## config.mk

```make
export PLATFORM = sky130hd
export DESIGN_NAME = apb_regfile_slave
export DESIGN_NICKNAME = d
export VERILOG_FILES = /design/src/rtl/apb_regfile_slave.sv
export SDC_FILE = /design/constraint.sdc
export NUM_CORES = 1
export LEC_CHECK = 0
export BUFFER_PORTS_ARGS = -buffer_cell sky130_fd_sc_hd__buf_2
export CORE_MARGIN = 2
export CORE_UTILIZATION = 25
export DETAILED_ROUTE_END_ITERATION = 12
export GPL_TIMING_DRIVEN = 0
export SETUP_SLACK_MARGIN = 0.3
export SYNTH_ARGS = -nofsm -noshare
export SYNTH_HDL_FRONTEND = slang
export SYNTH_SLANG_ARGS = --single-unit
```

## constraint.sdc

```tcl
create_clock -name PCLK -period 5.65 [get_ports PCLK]
set_clock_uncertainty 0.15 [all_clocks]
set_input_delay 0.8475 -clock PCLK [delete_from_list [all_inputs] [get_ports PCLK]]
set_output_delay 0.8475 -clock PCLK [all_outputs]
set_load 0.02 [all_outputs]
```

## src/rtl/apb_regfile_slave.sv

```systemverilog
// APB3 register-file slave: NUM_REGS word registers, programmable wait states,
// decode/protocol error reporting. Define APB_PSTRB_EN to add the PSTRB byte-lane port.
module apb_regfile_slave #(
  parameter int                    DATA_WIDTH  = 32,
  parameter int                    ADDR_WIDTH  = 32,
  parameter int                    NUM_REGS    = 16,
  parameter int                    WAIT_STATES = 0,
  parameter logic [DATA_WIDTH-1:0] RESET_VAL   = '0
) (
  input  logic                    PCLK,
  input  logic                    PRESET,
  input  logic                    PSEL,
  input  logic                    PENABLE,
  input  logic                    PWRITE,
  input  logic [ADDR_WIDTH-1:0]   PADDR,
  input  logic [DATA_WIDTH-1:0]   PWDATA,
`ifdef APB_PSTRB_EN
  input  logic [DATA_WIDTH/8-1:0] PSTRB,
`endif
  output logic [DATA_WIDTH-1:0]   PRDATA,
  output logic                    PREADY,
  output logic                    PSLVERR
);

  localparam int NUM_BYTES = DATA_WIDTH / 8;
  localparam int OFF_W     = $clog2(NUM_BYTES);
  localparam int IDX_W     = (NUM_REGS > 1) ? $clog2(NUM_REGS) : 1;
  localparam logic [ADDR_WIDTH-1:0] OFF_MASK   = ADDR_WIDTH'((64'd1 << OFF_W) - 64'd1);
  localparam logic [ADDR_WIDTH-1:0] NUM_REGS_A = ADDR_WIDTH'(NUM_REGS);
  localparam logic [3:0]            WAIT_LIM   = 4'(WAIT_STATES);

  typedef enum logic [2:0] {
    S_IDLE   = 3'b001,
    S_SETUP  = 3'b010,
    S_ACCESS = 3'b100
  } state_e;

  state_e                  state_q, state_d;
  logic [3:0]              wait_cnt_q, wait_cnt_d;
  logic [DATA_WIDTH-1:0]   regs_q [NUM_REGS];
  logic [DATA_WIDTH-1:0]   row_d;
  logic [ADDR_WIDTH-1:0]   word_addr_s;
  logic [IDX_W-1:0]        reg_idx_s;
  logic [NUM_BYTES-1:0]    wr_strb_s;
  logic                    dec_err_s;
  logic                    proto_err_s;
  logic                    wr_en_s;

  assign word_addr_s = PADDR >> OFF_W;
  assign reg_idx_s   = word_addr_s[IDX_W-1:0];
  assign dec_err_s   = (word_addr_s >= NUM_REGS_A) || ((PADDR & OFF_MASK) != '0);
  // An ACCESS-phase strobe seen while the FSM never left IDLE means SETUP was skipped.
  assign proto_err_s = PSEL && PENABLE && (state_q == S_IDLE);
  assign wr_en_s     = PREADY && PWRITE && !PSLVERR;

`ifdef APB_PSTRB_EN
  assign wr_strb_s = PSTRB;
`else
  assign wr_strb_s = '1;
`endif

  always_ff @(posedge PCLK) begin
    if (PRESET) begin
      state_q    <= S_IDLE;
      wait_cnt_q <= 4'd0;
    end else begin
      state_q    <= state_d;
      wait_cnt_q <= wait_cnt_d;
    end
  end

  always_comb begin
    state_d    = S_IDLE;
    wait_cnt_d = wait_cnt_q;
    if (!PSEL) begin
      state_d = S_IDLE;
    end else if (!PENABLE) begin
      state_d = S_SETUP;
    end else if (!PREADY) begin
      state_d = S_ACCESS;
    end else begin
      state_d = S_IDLE;
    end

    if (!PSEL || PREADY) begin
      wait_cnt_d = 4'd0;
    end else if (PENABLE) begin
      wait_cnt_d = wait_cnt_q + 4'd1;
    end else begin
      wait_cnt_d = wait_cnt_q;
    end
  end

  // Reset forces every response output low, even for an otherwise erroneous strobe.
  always_comb begin
    PREADY  = 1'b0;
    PSLVERR = 1'b0;
    PRDATA  = '0;
    if (!PRESET && PSEL && PENABLE) begin
      PREADY  = proto_err_s || (wait_cnt_q == WAIT_LIM);
      PSLVERR = PREADY && (dec_err_s || proto_err_s);
      if (PREADY && !PWRITE && !PSLVERR) begin
        PRDATA = regs_q[reg_idx_s];
      end else begin
        PRDATA = '0;
      end
    end else begin
      PREADY  = 1'b0;
      PSLVERR = 1'b0;
      PRDATA  = '0;
    end
  end

  always_comb begin
    row_d = regs_q[reg_idx_s];
    for (int b = 0; b < NUM_BYTES; b++) begin
      if (wr_strb_s[b]) begin
        row_d[8*b +: 8] = PWDATA[8*b +: 8];
      end else begin
        row_d[8*b +: 8] = regs_q[reg_idx_s][8*b +: 8];
      end
    end
  end

  always_ff @(posedge PCLK) begin
    if (PRESET) begin
      for (int i = 0; i < NUM_REGS; i++) begin
        regs_q[i] <= RESET_VAL;
      end
    end else if (wr_en_s) begin
      regs_q[reg_idx_s] <= row_d;
    end
  end

endmodule

```

; ---- After elaboration in Yosys (flattened, before gate mapping)
; Memory sizes are Yosys's and may differ from the RTL's.
; Cells that the tools add are included.
[totals]
reg_bits = 7
ram_bits = 512
in_bits = 69
out_inout_bits = 34
word_cells = 47
n_memories = 1
[memory_table]
columns = memory, words, width, rd, rd_clocked_by_memory_dff, wr, line
row1 = regs_q, 16, 32, 1, 0, 16, 40  ; logic [DATA_WIDTH-1:0] regs_q [NUM_REGS];
[classes]
add_sub_neg = 1
order_cmp = 1
n_eq_ne = 1
mux = 14
bitwise_logic = 2
n_reduce_logical = 24
[ops]
columns = cell, count
row1 = $mux 32, 3
row2 = $reduce_bool 32->1, 1
row3 = $reduce_or 32->1, 1
row4 = $ge 30x5->1 const B, 1
row5 = $logic_and 1x1->1, 9
row6 = $mux 1, 8
row7 = $logic_not 1->1, 5
row8 = $add 4x1->4 const B, 1
row9 = $logic_not 4->1, 1
row10 = $logic_or 1x1->1, 4
row11 = $mux 4, 1
row12 = $reduce_or 2->1, 2
row13 = $eq 3x1->1 const B, 1
row14 = $mux 3, 1
row15 = $reduce_or 3->1, 1
row16 = $mux 2, 1
row17 = $not 1->1, 2

; ---- Longest topological paths before layout
; Gate-level depths: netlist (run 1).
[logic_depth]
depth_word = 12
depth_mapped = 9
depth_no_buf = 6

; ---- Worst setup path before layout (run 1)
; OpenSTA, ideal clock, no wires.
[synth_path]
path_type = input port to flip-flop
start = in PENABLE
end = mem regs_q[0][0], enable pin
setup_ns = 0.428
arrival_time_ns = 3.617
t_required_ns = 5.072
path_slack_ns = 1.455
stages = 7
n_path_buf = 3
cell_sequence = buf_2 and4bb_2 a2bb2o_2 nand4b_4 buf_2 buf_2 o21bai_1
[synth_lines]
columns = element, line
row1 = from (decl), 13  ; input logic PENABLE,
row2 = to (decl), 40

; ---- Final worst setup path (run 1)
[layout_path]
start = in PADDR[3]
end = out PRDATA[24]
[layout_between]
elab_chain_cells = 8
elab_cells_between_ends = 9
cone_classes = order compare: 1 / mux: 2 / reduce/logical: 5 / memory: 1
[layout_lines]
columns = element, line
row1 = from (decl), 15  ; input logic [ADDR_WIDTH-1:0] PADDR,
row2 = $ge 30x5->1, 51  ; assign dec_err_s = (word_addr_s >= NUM_REGS_A) || ((PADDR & OFF_MASK) != '0);
row3 = $logic_or 1x1->1, 51
row4 = $logic_or 1x1->1, 101  ; PSLVERR = PREADY && (dec_err_s || proto_err_s);
row5 = $logic_and 1x1->1, 101
row6 = $logic_not 1->1, 102  ; if (PREADY && !PWRITE && !PSLVERR) begin
row7 = $logic_and 1x1->1, 102
row8 = $mux 32 *, 102
row9 = $mux 32 *, 99  ; if (!PRESET && PSEL && PENABLE) begin
row10 = to (decl), 20  ; output logic [DATA_WIDTH-1:0] PRDATA,
; Mark *: on every way between the ends. The rest lies on a longest branch, timed or not.

==> impl_metrics.toml, run 1 <==
[outcome]
status = "finished clean"

[grt]
track_usage_pct = 18.8
first_global_vias = 21600
grt_pass1_wl_mm = 154
grt_start_max_net_pins = 31
gr-total-overflow = 0
antenna_found_initial = 11

[power]
cellPowerDensity_nw_per_um2 = 283
leakagePower_nw = 9.04
power.internal_mw = 6.67
seqPwrFrac_pct = 48.4
p_sw_mw = 2.43
netSwitchingFraction_pct = 26.7
ir_worst_vdd_v = 0.000248
clock_power_share_pct = 40.3
total_power_mw = 9.10
comb_power_share_pct = 11.3

[route]
wl_per_cell_um = 27.3
antenna_left = 0
wl_met3_mm = 15.3
drt_iter0_drc = 3669
wl_met1_mm = 40.8
dr.max_layer_used = "met5"
drc_errors = 0
route.met2.wl_mm = 44.4
via_per_inst = 5.72
wl_mm = 108
drtPass1Iterations = 6
num_vias = 22600

[setup_path]
critPathRequiredTime_ns = 4.65
rr_worst_depth = 9
path_class = "input port to output port"
r2r_start = "wait_cnt_q[0]$_SDFFE_PP0P_"
reg2reg_slack_ns = 1.99
cp_max_fo = 10
cp.arrival_ns = 4.00
crit_path_start_kind = "input port"
cp-end-kind = "output port"
reg2reg_to = "regs_q[9][18]$_SDFFCE_PN0P_"

[timing]
tightest_slew_ns = 1.21
whs_ns = 0.363
max_freq_ghz = 0.200
hold_viol = 0
setup_viol = 0
slew_headroom_pct = 19.4
period_share_pct = 88.5
tns_ns = 0
fin_crit_ns = 5.00
grt_setup_unrepaired = "false"
maxSlewViolCount = 0

[clock_tree]
cts_made_buffers = 57
path_clk_slew_ns = 0.06
clkSinkCount = 519
htree_num_levels = 2
holdBufCountCts = 0
cts_setup_buffers = 0
cts_tree = "done"
clockBufferDepth = 3
cts_resized = 0
cts-root-buf = "clkbuf_16"
insertion_delay_ns = 0.62

[floorplan]
die_w_um = 336
die_height_um = 336
design.core.area_um2 = 109000
initial_core_util_pct = 25.3
dieArea_um2 = 113000
row_count = 121
ios = 103

[yosys]
synth_warnings = 0
netlist_instances = 2285
yosysUniqueCellTypes = 33
synth_top_family_by_area = "simple AND/OR/NAND/NOR gates"
synth_top_cell_by_area = "edfxtp_1"
syn_avg_cell_area_um2 = 12.1
synth-xor-area-share_pct = 0.0952
synth_fa_ha_area_share_pct = 0.0907
synthMuxAreaShare_pct = 10.5
yosysSeqAreaShare_pct = 56.2
synth_nets = 2356
synth_top_cells_by_area = "edfxtp_1 (56%), nand4_1 (12%), mux4_2 (10%)"
synthSimpleGateAreaFrac_pct = 23.1
synth-seq-cells = 519
synth_compound_area_share_pct = 2.53
synth.top_cell.area_share_pct = 55.7
syn_area_um2 = 27600

[hold_path]
min_path_type = "flip-flop to flip-flop"
hold_path_depth = 2
whs_endpoint = "wait_cnt_q[3]$_SDFFE_PP0P_"
worstHoldStart = "wait_cnt_q[3]$_SDFFE_PP0P_"

[cells_and_area]
drive_above_1_share_pct = 17.5
area_growth_pct = 16.4
fin_nets = 2499
stdcell_count = 3951
finalCoreUtilization_pct = 29.4

[place]
gp_congestion = 1.01
place_inst = 3845
numPortBuffers = 68
hpwl_mm = 79.6

[flow_run]
drv_cap = 0
[how the worst max path moves through the flow]
| stage | startpoint | endpoint | cells past startpoint |
|---|---|---|---|
| 2_1_floorplan | PENABLE | regs_q[0][0]$_SDFFCE_PN0P_ | 7 |
| 3_3_place_gp | PADDR[2] | regs_q[6][12]$_SDFFCE_PN0P_ | 8 |
| 3_5_place_dp | PADDR[3] | PRDATA[23] | 8 |
| 4_1_cts | PADDR[3] | PRDATA[23] | 8 |
| 5_1_grt | PADDR[3] | PRDATA[24] | 8 |
| 6_report | PADDR[3] | PRDATA[24] | 8 |
[cells by family after synthesis]
family | count (synthesis)
xor gates and xnor gates | 3
and+or+nand+nor | 1141
AOI/OAI and AO/OA | 82
DFF | 519
buffers and inverters | 409
muxes | 129
adders and majority gates | 2
[through the flow]
step	setup slack (ns)	instance area (um2)
after floorplan	1.46	27600
after global placement	-0.746	29800
after detailed placement	0.752	30300
after CTS	0.752	32100
after global routing	0.616	32100
final	0.650	32100
[flip-flops by register name (all words and copies together), names as in the netlist]
signal	flops
regs_q	512
wait_cnt_q	4
state_q	3
[power groups by stage]
stage / Sequential (mW) / Combinational, mW / Clock (mW)
6_report: 4.40 / 1.03 / 3.67
4_1_cts: 4.40 / 0.991 / 3.66
3_3_place_gp: 4.49 / 0.940 / 0
5_1_grt: 4.41 / 1.06 / 3.81
2_1_floorplan: 4.47 / 0.543 / 0
3_5_place_dp: 4.48 / 0.987 / 0
[cell usage after synthesis]
cell type and instances:
buf_1 39, buf_6 59, a2bb2o_2 1, nor2b_1 5, and4_1 1, nand3b_1 1
dfxtp_1 7, inv_1 2, nand4b_4 1, nor3_1 544, nand3_1 1, edfxtp_1 512
nand2b_1 2, ha_1 2, nand4_1 530, and3_1 2, mux4_2 128, xnor2_1 1
nand2_1 2, nor2_1 39, and4bb_2 1, clkbuf_1 251, nor4_1 7, and2_1 3
xor2_1 2, a22o_1 64, o21ai_1 1, mux2i_1 1, nor2_2 1, o21bai_1 16
or3b_1 1, buf_4 3, buf_2 55
[worst max-delay path, stage by stage]
cell	delay, ns
buf_2	0.25
buf_2	0.52
buf_1	0.77
mux4_2	0.48
a22o_1	0.34
nor2_1	0.48
nor3_1	0.09
buf_2	0.18
[final cells by class]
class                   instances  area, um2
multi-input cells            1357      10200
clock inverters                38        312
plain buffers                 407       2050
fillers                     11100      77000
diodes                          2       5.00
well taps                    1476       1850
repair buffers                 84        721
flip-flops and latches        519      15500
inverters                       2       7.51
clock buffers                  66       1460
[cell usage in the layout (no fill, tap or decap), types with 4 or more instances in the layout]
cell          n
nor3_1      544
nand4_1     530
edfxtp_1    512
clkbuf_1    260
mux4_2      128
buf_2       123
a22o_1       64
buf_6        59
clkbuf_16    57
nor2_1       39
buf_1        39
o21bai_4     16
clkinv_2     13
clkinv_1     10
buf_12        8
buf_16        8
nor4_1        7
dfxtp_1       7
clkinvlp_4    6
nor2b_1       5
clkinv_4      5
bufinv_16     4
[routing by layer]
| metal | global-route usage (%) | vias up |
|---|---|---|
| met5 | 0 | - |
| met4 | 11.2 | 14 |
| met3 | 6.18 | 247 |
| met2 | 26.5 | 1565 |
| met1 | 25.0 | 11200 |
| li1 | - | 9559 |
No activity file was read; power rests on OpenSTA's default activity.
==> run 2, diff against run 1 <==
--- a/config.mk
+++ b/config.mk
@@ -6,7 +6,6 @@
 export NUM_CORES = 1
 export LEC_CHECK = 0
 export BUFFER_PORTS_ARGS = -buffer_cell sky130_fd_sc_hd__buf_2
-export CORE_MARGIN = 2
 export CORE_UTILIZATION = 25
 export DETAILED_ROUTE_END_ITERATION = 12
 export GPL_TIMING_DRIVEN = 0
==> constraint.sdc (replaced) <==
create_clock -name PCLK -period 6.41 [get_ports PCLK]
set_clock_uncertainty 0.15 [all_clocks]
set_input_delay 0.9615 -clock PCLK [delete_from_list [all_inputs] [get_ports PCLK]]
set_output_delay 0.9615 -clock PCLK [all_outputs]
set_load 0.02 [all_outputs]
==> run 2 against run 1 <==
- first-iteration DRC count rose by 19%
- routed wire length grew 1.8%
- combinational power shrank 11%
- die area fell by 1.2%
- clock power shrank 13%
- sequential share of layout area about the same
- clock-buffer cell count up 9
- largest power group unchanged
- highest routed layer unchanged
==> impl_metrics.toml, run 2 (synthesized netlist as in run 1, its figures left out) <==
[outcome]
status = "finished clean"

[route]
drtPass1Iterations = 8
drc_errors = 0
wl_mm = 110
antenna_left = 0
via_per_inst = 5.75
num_vias = 22800
drt_iter0_drc = 4369
wl_per_cell_um = 27.8

[floorplan]
ios = 103
die_w_um = 334
die_height_um = 334
row_count = 121
design.core.area_um2 = 109000
dieArea_um2 = 112000
initial_core_util_pct = 25.3

[place]
hpwl_mm = 80.0
gp_congestion = 1.00
place_inst = 3845
numPortBuffers = 68

[grt]
antenna_found_initial = 13
first_global_vias = 21700
grt_pass1_wl_mm = 156
grt_start_max_net_pins = 27
track_usage_pct = 19.3
gr-total-overflow = 0

[setup_path]
critPathRequiredTime_ns = 5.30
path_class = "input port to output port"
cp_max_fo = 10
crit_path_start_kind = "input port"
cp.arrival_ns = 4.22
cp-end-kind = "output port"
rr_worst_depth = 9

[cells_and_area]
area_growth_pct = 16.4
layout_commonest_cell = "nor3_1"
drive_above_1_share_pct = 17.2
fin_nets = 2500
stdcell_count = 3957
largestRegisters = "regs_q x512, wait_cnt_q x4, state_q x3"
largest_reg_flops = 512
layout_common_cells = "nor3_1 (544), nand4_1 (530), edfxtp_1 (512), clkbuf_1 (267), mux4_2 (128)"
nFillCells = 11100
seq_area_um2 = 15500
multi_input_area_um2 = 10200
largest_register = "regs_q"

[timing]
slew_headroom_pct = 16.0
max_freq_ghz = 0.188
maxSlewViolCount = 0
hold_viol = 0
grt_setup_unrepaired = "false"
whs_ns = 0.366
setup_viol = 0
period_share_pct = 83.1
fin_crit_ns = 5.33
tightest_slew_ns = 1.26

[power]
total_power_mw = 8.00
comb_power_share_pct = 11.5
leakagePower_nw = 9.04
ir_worst_vdd_v = 0.000208
netSwitchingFraction_pct = 26.8
cellPowerDensity_nw_per_um2 = 249
seqPwrFrac_pct = 48.5
p_sw_mw = 2.14
power.internal_mw = 5.85
clock_power_share_pct = 40.0

[clock_tree]
insertion_delay_ns = 0.63
htree_num_levels = 2
cts_setup_buffers = 0
holdBufCountCts = 0
clockBufferDepth = 3
path_clk_slew_ns = 0.06
cts_tree = "done"
cts_made_buffers = 58
cts-root-buf = "clkbuf_16"
clkSinkCount = 519
cts_resized = 0

[flow_run]
drv_cap = 0

[hold_path]
hold_path_depth = 2
min_path_type = "flip-flop to flip-flop"
## run 2: power groups by stage
stage / clock (mW) / sequential [mW] / combinational [mW]
floorplan: 0 / 3.94 / 0.479
global placement: 0 / 3.96 / 0.831
detailed placement: 0 / 3.95 / 0.875
CTS: 3.18 / 3.88 / 0.878
global route: 3.29 / 3.89 / 0.937
finish: 3.20 / 3.88 / 0.919
## run 2: worst paths after layout
kind,to,start,slack (ns)
setup / recovery,PRDATA[23],PADDR[3],1.08
hold / removal,wait_cnt_q[3]$_SDFFE_PP0P_,wait_cnt_q[3]$_SDFFE_PP0P_,0.37
setup reg to reg,regs_q[9][18]$_SDFFCE_PN0P_,wait_cnt_q[0]$_SDFFE_PP0P_,2.58
hold reg to reg,wait_cnt_q[3]$_SDFFE_PP0P_,wait_cnt_q[3]$_SDFFE_PP0P_,0.37
## run 2: layout make-up
| class | instances | share of cell area [%] |
|---|---|---|
| well taps | 1476 | 5.75 |
| plain buffers | 407 | 6.39 |
| multi-input cells | 1357 | 31.8 |
| inverters | 2 | 0.0234 |
| repair buffers | 84 | 2.29 |
| clock buffers | 75 | 4.78 |
| flip-flops and latches | 519 | 48.3 |
| clock inverters | 31 | 0.620 |
| diodes | 6 | 0.0468 |
## run 2: metrics by stage
stage / setup WS, ns / cell area (um2) / TNS [ns] / util, %
2_1_floorplan: 2.10 / 27600 / 0 / -
3_3_place_gp: -0.186 / 29800 / -20.44 / 27.3
3_5_place_dp: 1.29 / 30400 / 0 / 27.8
4_1_cts: 1.29 / 32100 / 0 / 29.4
5_1_grt: 1.12 / 32100 / 0 / 29.4
6_report: 1.08 / 32100 / 0 / 29.4
## run 2: metal layers
metal | GRT usage, % | vias to the layer above | wire [um]
met3 | 6.39 | 308 | 16000
met5 | 0 | - | 89
met1 | 25.4 | 11100 | 41000
met2 | 27.4 | 1708 | 45200
li1 | - | 9583 | -
met4 | 11.2 | 18 | 7730
## run 2: critical path, cell delays in order
cell and delay [ns]:
buf_2 0.25, buf_2 0.54, buf_1 0.86, mux4_2 0.50, a22o_1 0.31, nor2_1 0.49
nor3_1 0.10, buf_2 0.18
